**config.mk**
```make
export PLATFORM = sky130hd
export DESIGN_NAME = scalar_wb_scheduler
export DESIGN_NICKNAME = d
export VERILOG_FILES = /design/src/rtl/scalar_wb_scheduler.sv
export SDC_FILE = /design/constraint.sdc
export NUM_CORES = 1
export LEC_CHECK = 0
export CAP_MARGIN = 20
export CELL_PAD_IN_SITES_DETAIL_PLACEMENT = 1
export CELL_PAD_IN_SITES_GLOBAL_PLACEMENT = 2
export CORE_MARGIN = 10
export CORE_UTILIZATION = 30
export DETAILED_ROUTE_END_ITERATION = 10
export GPL_ROUTABILITY_DRIVEN = 0
export PLACE_DENSITY_LB_ADDON = 0.12
export SLEW_MARGIN = 40
export SYNTH_ARGS = -nofsm -noshare
export SYNTH_HDL_FRONTEND = slang
export SYNTH_SLANG_ARGS = --single-unit
```
**constraint.sdc**
```tcl
create_clock -name clk -period 2.61 [get_ports clk]
set_input_delay 0.522 -clock clk [delete_from_list [all_inputs] [get_ports clk]]
set_output_delay 0.522 -clock clk [all_outputs]
set_load 0.03 [all_outputs]
```
**src/rtl/scalar_wb_scheduler.sv**
```systemverilog
// Writeback scheduler for a single-write-port scalar register file: arbitrates loads against ALU
// results through a 2-entry skid FIFO and keeps a pending-write scoreboard that drives the decode stall.
module scalar_wb_scheduler #(
   parameter int DATA_W = 16,
   parameter int ADDR_W = 3
) (
   input  logic                        clk,
   input  logic                        rst,
   input  logic                        iss_valid,
   input  logic [ADDR_W-1:0]           iss_dst,
   input  logic [ADDR_W-1:0]           iss_src1,
   input  logic [ADDR_W-1:0]           iss_src2,
   input  logic                        iss_src1_used,
   input  logic                        iss_src2_used,
   output logic                        stall,
   input  logic                        alu_valid,
   input  logic [ADDR_W-1:0]           alu_dst,
   input  logic [DATA_W-1:0]           alu_data,
   output logic                        alu_ready,
   input  logic                        ld_valid,
   input  logic [ADDR_W-1:0]           ld_dst,
   input  logic [DATA_W-1:0]           ld_data,
   output logic                        rf_wr_en,
   output logic [ADDR_W-1:0]           rf_wr_dst,
   output logic [DATA_W-1:0]           rf_wr_data,
   output logic [(1<<ADDR_W)-1:0]      pending,
   output logic [1:0]                  buf_count,
   output logic                        wb_err
);

   localparam int NREG = 1 << ADDR_W;

   logic [ADDR_W-1:0] q_dst  [2];
   logic [DATA_W-1:0] q_data [2];

   logic              alu_acc;
   logic              iss_acc;
   logic              fifo_pop;
   logic              fifo_push;
   logic              push_slot;
   logic              wr_en_d;
   logic [ADDR_W-1:0] wr_dst_d;
   logic [DATA_W-1:0] wr_data_d;
   logic [NREG-1:0]   set_mask;
   logic [NREG-1:0]   clr_mask;
   logic              err_d;

   assign alu_ready = (buf_count != 2'd2);
   assign alu_acc   = alu_valid & alu_ready;
   assign stall     = iss_valid & ((iss_src1_used & pending[iss_src1]) |
                                   (iss_src2_used & pending[iss_src2]) |
                                   pending[iss_dst]);
   assign iss_acc   = iss_valid & ~stall;

   // A load always owns the port; the FIFO head beats a fresh ALU result to keep program order.
   assign fifo_pop  = ~ld_valid & (buf_count != 2'd0);
   assign fifo_push = alu_acc & (ld_valid | (buf_count != 2'd0));
   assign push_slot = fifo_pop ? 1'b0 : buf_count[0];

   always_comb begin
      wr_en_d   = 1'b0;
      wr_dst_d  = rf_wr_dst;
      wr_data_d = rf_wr_data;
      if (ld_valid) begin
         wr_en_d   = 1'b1;
         wr_dst_d  = ld_dst;
         wr_data_d = ld_data;
      end else if (buf_count != 2'd0) begin
         wr_en_d   = 1'b1;
         wr_dst_d  = q_dst[0];
         wr_data_d = q_data[0];
      end else if (alu_acc) begin
         wr_en_d   = 1'b1;
         wr_dst_d  = alu_dst;
         wr_data_d = alu_data;
      end
   end

   always_comb begin
      set_mask = '0;
      clr_mask = '0;
      if (iss_acc)  set_mask = NREG'(1) << iss_dst;
      if (rf_wr_en) clr_mask = NREG'(1) << rf_wr_dst;
   end

   // The ALU result also counts as unexpected when a same-cycle load consumes the same pending bit.
   assign err_d = (ld_valid & ~pending[ld_dst]) |
                  (alu_acc & (~pending[alu_dst] | (ld_valid & (ld_dst == alu_dst))));

   always_ff @(posedge clk or posedge rst) begin
      if (rst) begin
         pending    <= '0;
         buf_count  <= 2'd0;
         rf_wr_en   <= 1'b0;
         rf_wr_dst  <= '0;
         rf_wr_data <= '0;
         wb_err     <= 1'b0;
         q_dst[0]   <= '0;
         q_dst[1]   <= '0;
         q_data[0]  <= '0;
         q_data[1]  <= '0;
      end else begin
         pending    <= (pending & ~clr_mask) | set_mask;
         rf_wr_en   <= wr_en_d;
         rf_wr_dst  <= wr_dst_d;
         rf_wr_data <= wr_data_d;
         if (err_d) wb_err <= 1'b1;
         if (fifo_pop) begin
            q_dst[0]  <= q_dst[1];
            q_data[0] <= q_data[1];
         end
         if (fifo_push) begin
            q_dst[push_slot]  <= alu_dst;
            q_data[push_slot] <= alu_data;
         end
         buf_count <= buf_count + {1'b0, fifo_push} - {1'b0, fifo_pop};
      end
   end

endmodule

```
Word-level counts from Yosys, hierarchy flattened
Cells that the tools add are included.
{ "word_totals": {"inputBits": 54, "reg_bits": 69} }
{ "op_classes": {"reduce_logical": 3, "n_eq_ne": 2, "add_sub_neg": 2, "n_bitwise": 23, "n_mux": 32, "order_cmp": 7, "shifts": 2} }
{ "op_table": {"columns": ["op", "count"], "rows": [
  ["two-way mux 16 bit", 5],
  ["bitwise mux 32 bit", 1],
  ["two-way mux 32 bit", 1],
  ["less-than comparator 3 x 4 -> 1 bit (second input constant)", 5],
  ["demux 16 bit (select 1 bit)", 1],
  ["two-way mux 8 bit", 2],
  ["left shift 1 x 3 -> 8 bit (first input constant)", 2],
  ["binary-select mux 1 bit (select 3 bit)", 5],
  ["two-way mux 3 bit", 5],
  ["AND 1 bit", 10],
  ["two-way mux 1 bit", 9],
  ["AND 8 bit", 1],
  ["NOT 8 bit", 1],
  ["bitwise OR 8 bit", 1],
  ["bitwise mux 6 bit", 1],
  ["two-way mux 6 bit", 1],
  ["bitwise OR 1 bit", 5],
  ["NOT 1 bit", 4],
  ["demux 3 bit (select 1 bit)", 1],
  ["equality test 3 bit", 1],
  ["nonzero test 3 bit", 1],
  ["adder 2 x 1 -> 2 bit", 1],
  [">= comparator 2 bit (second input constant)", 1],
  ["less-than comparator 2 x 1 -> 1 bit (second input constant)", 1],
  ["5 further kinds", 5]
]} }

Depth between registers and ports, before layout
{ "depth": {"ltp_word": 10, "mapped_depth": 9, "depth_no_buf": 8} }

Worst setup path after synthesis
Ideal clock, no wire load.
{ "synth_timing": {"path_type": "in2out", "startpoint": "in iss_dst[1]", "endpoint": "out stall", "path_buffers": 1, "path_stages": 5, "arrival_time_ps": 1958, "path_slack_ps": 130, "path_cell_list": "clkbuf_1 > mux4_2 > nand2b_1 > nand2_1 > a21boi_0"} }
{ "synth_between": {"elab_chain_len": 4} }
{ "synth_rtl": {"columns": ["item", "line_no", "rtl"], "rows": [
  ["from (decl)", "10", "input logic [ADDR_W-1:0] iss_dst,"],
  ["binary-select mux 1 bit (select 3 bit)", "52", "pending[iss_dst]);"],
  ["two-way mux 1 bit (implied by the code)", "52", null],
  ["bitwise OR 1 bit", "51", "(iss_src2_used & pending[iss_src2]) |"],
  ["AND 1 bit", "50", "assign stall = iss_valid & ((iss_src1_used & pending[iss_src1]) |"],
  ["to (decl)", "15", "output logic stall,"]
]} }
Every way passes these cells. The select of a mux whose other input is x is not followed.

Worst setup path after layout
Ends and elaborated chain as after synthesis.

==> qor.yml <==
layout:
  diodes: 0
  fin_cells: 643
  layout_common_cells: "79 x clkdlybuf4s50_1, 78 x nand2_1, 69 x dfrtp_1"
  n_fill_cell: 1328
  area.growth.synth_to_final_pct: 44.4
  final_cell_area_sq_um: 5170
  drive_gt1_share_pct: 15.0
  layout.nets: 551
  layout_commonest_cell: "clkdlybuf4s50_1"
routing:
  vias: 3287
  drtAntennaViolNets: 0
  route.detailed.vias_per_inst: 5.11
  wl_microns: 11800
  drc: 0
  dr.pass1.iters: 4
  drt_first_iter_violations: 181
  wl_per_cell_microns: 18.3
sta:
  relSlewSlack_pct: 62.6
  finalCritPeriodShare_pct: 95.0
  hold_violations: 0
  min_period_ns: 2.48
  fmax_mhz: 404
  setup_viol: 0
  tightest_slew_ns: 0.559
  rsz0062_at_grt: "no"
  skew_ns: 0.0111
  slew_violations: 0
  fin_hold_ws_ns: 0.446
pwr:
  cellPowerDensity_nw_per_um2: 1140
  ir_drop_mv: 0.468
  p_leak_nw: 2.26
placed_design:
  place_inst: 625
  dp_hpwl_microns: 8630
  place_area_sq_um: 4790
  io_buffers: 86
grt:
  grt_pass1_vias: 3587
  overflow: 0
  grt_antenna_before_repair: 0
  grt_use_total_pct: 14.3
  grt_pass1_wl_microns: 19200
  grt_max_degree: 44
critical_path:
  worstPathMaxFanout: 3
  crit_path_start_kind: "input pin"
  required_ns: 2.09
  criticalPathCategory: "input pin to output pin"
  crit_start: "iss_dst[1]"
  worstPathArrival_ns: 1.96
  rr_startpoint: "pending[0]"
  end_kind: "output pin"
floorplan:
  start_util_pct: 31.0
  die_area_sq_um: 16700
  die_h_microns: 129
  die_w_microns: 129
  ios: 87
  core_sq_um: 11600
  rows: 39
worst_hold_path:
  hold_class: "input pin to asynchronous set/reset pin"
yosys:
  synth_cells: 391
  seq_area_frac_synth_pct: 48.2
  ys_ff_latch: 69
  synth_area_sq_um: 3580
  avgSynthCellArea_sq_um: 9.16
  synth_cell_types: 33
  syn_nets: 447
  ys.warnings.count: 0
clock_network:
  clk_latency_ns: 0.33
  cts_tree: "built"
  cts_buffers: 9
  cts.path.max_buffers: 2
  clk_pin_slew_ns: 0.06
  postCtsHoldBufs: 0
  cts-root-buf: "clkbuf_16"
  cts_max_level: 3
  cts_sinks: 69
run:
  max_cap_violations: 0
run_status:
  status: "completed"
report_power, final:
part / switching, W / internal [W]
registers: 0.000369 / 0.00156
logic: 0.00136 / 0.00118
clock network: 0.000476 / 0.000958
metrics by stage:
| step | util (%) | setup TNS (ns) | worst slack (ns) | power (W) |
|---|---|---|---|---|
| global route | 44.7 | 0 | 0.0488 | 0.00629 |
| global placement | 41.2 | -0.576 | -0.576 | 0.00441 |
| finish | 44.7 | 0 | 0.132 | 0.00590 |
| detailed placement | 41.4 | -0.652 | -0.652 | 0.00449 |
| floorplan | - | 0 | 0.130 | 0.00338 |
| CTS | 44.7 | 0 | 0.0231 | 0.00598 |
cells in the mapped netlist (all sizes together):
master	count	share of area, %
clkbuf	22	2.3
a311o	15	4.2
a21oi	16	2.2
nand4	2	0.35
a32oi	1	0.24
xnor2	4	0.98
nand2b	7	1.2
o31a	1	0.24
nand3	3	0.42
o21ai	24	3.4
inv	19	2.0
and2	1	0.17
a21boi	1	0.21
nand3b	1	0.21
or2	2	0.35
a221oi	1	0.24
nor2	56	5.9
mux2i	8	2.2
mux4	8	5.0
nand4b	1	0.24
buf	3	0.42
nand2	78	8.2
mux2	9	2.8
a31oi	19	3.3
nor2b	5	0.87
a32o	6	1.7
o41ai	4	0.98
ha	2	0.70
nor3b	1	0.21
o31ai	2	0.42
dfrtp	69	48
critical path, stage by stage:
cell             delay (ns)
clkdlybuf4s50_1        0.52
mux4_2                 0.30
or2_2                  0.31
nand2_1                0.08
a21boi_1               0.06
buf_4                  0.17
worst paths after layout:
kind                                       to  slack (ns)  cells after the start
worst max-delay path                    stall        0.13                      6
worst min-delay path            rf_wr_data[0]        0.45                      2
worst max register to register     pending[1]        0.55                      5
worst min register to register      flip-flop        0.48                      2
max in group asynchronous          pending[7]        1.63                      3
min in group clk                    flip-flop        0.48                      2
timing repair:
| item | CTS | global route |
|---|---|---|
| setup endpoints to repair | 1 | 1 |
| buffers inserted | 2 | 0 |
| gates resized for setup | 15 | 1 |
| pin swaps | 3 | 1 |
area by class of cell:
| type | count | area, sq um | area share (%) |
|---|---|---|---|
| sequential | 69 | 1730 | 33.4 |
| multi-input combinational | 278 | 1720 | 33.3 |
| timing repair buffer | 118 | 1120 | 21.7 |
| clock buffer | 10 | 239 | 4.62 |
| tap | 143 | 179 | 3.46 |
| clock inverter | 6 | 110 | 2.13 |
| inverter | 19 | 71.3 | 1.38 |
cell families (layout without fill, tap and decap cells):
kind of cell | after synthesis | in the layout | synth area share (%)
AND/OR/NAND/NOR | 157 | 157 | 18.2
flip-flops | 69 | 69 | 48.2
XOR/XNOR | 4 | 4 | 0.978
AO/OA/AOI/OAI | 90 | 90 | 17.1
multiplexers | 25 | 25 | 10.1
adder cells (fa/ha/maj) | 2 | 2 | 0.699
buffers and inverters | 44 | 153 | 4.72
routing by layer:
layer | vias to the layer above | wire length (microns) | global-route usage [%]
li1 | 1573 | - | -
met5 | - | 0 | 0
met4 | 0 | 96 | 3.81
met1 | 1646 | 5140 | 16.9
met2 | 60 | 5960 | 25.5
met3 | 8 | 555 | 3.43
Note: power is estimated with default switching activity, not from simulation.
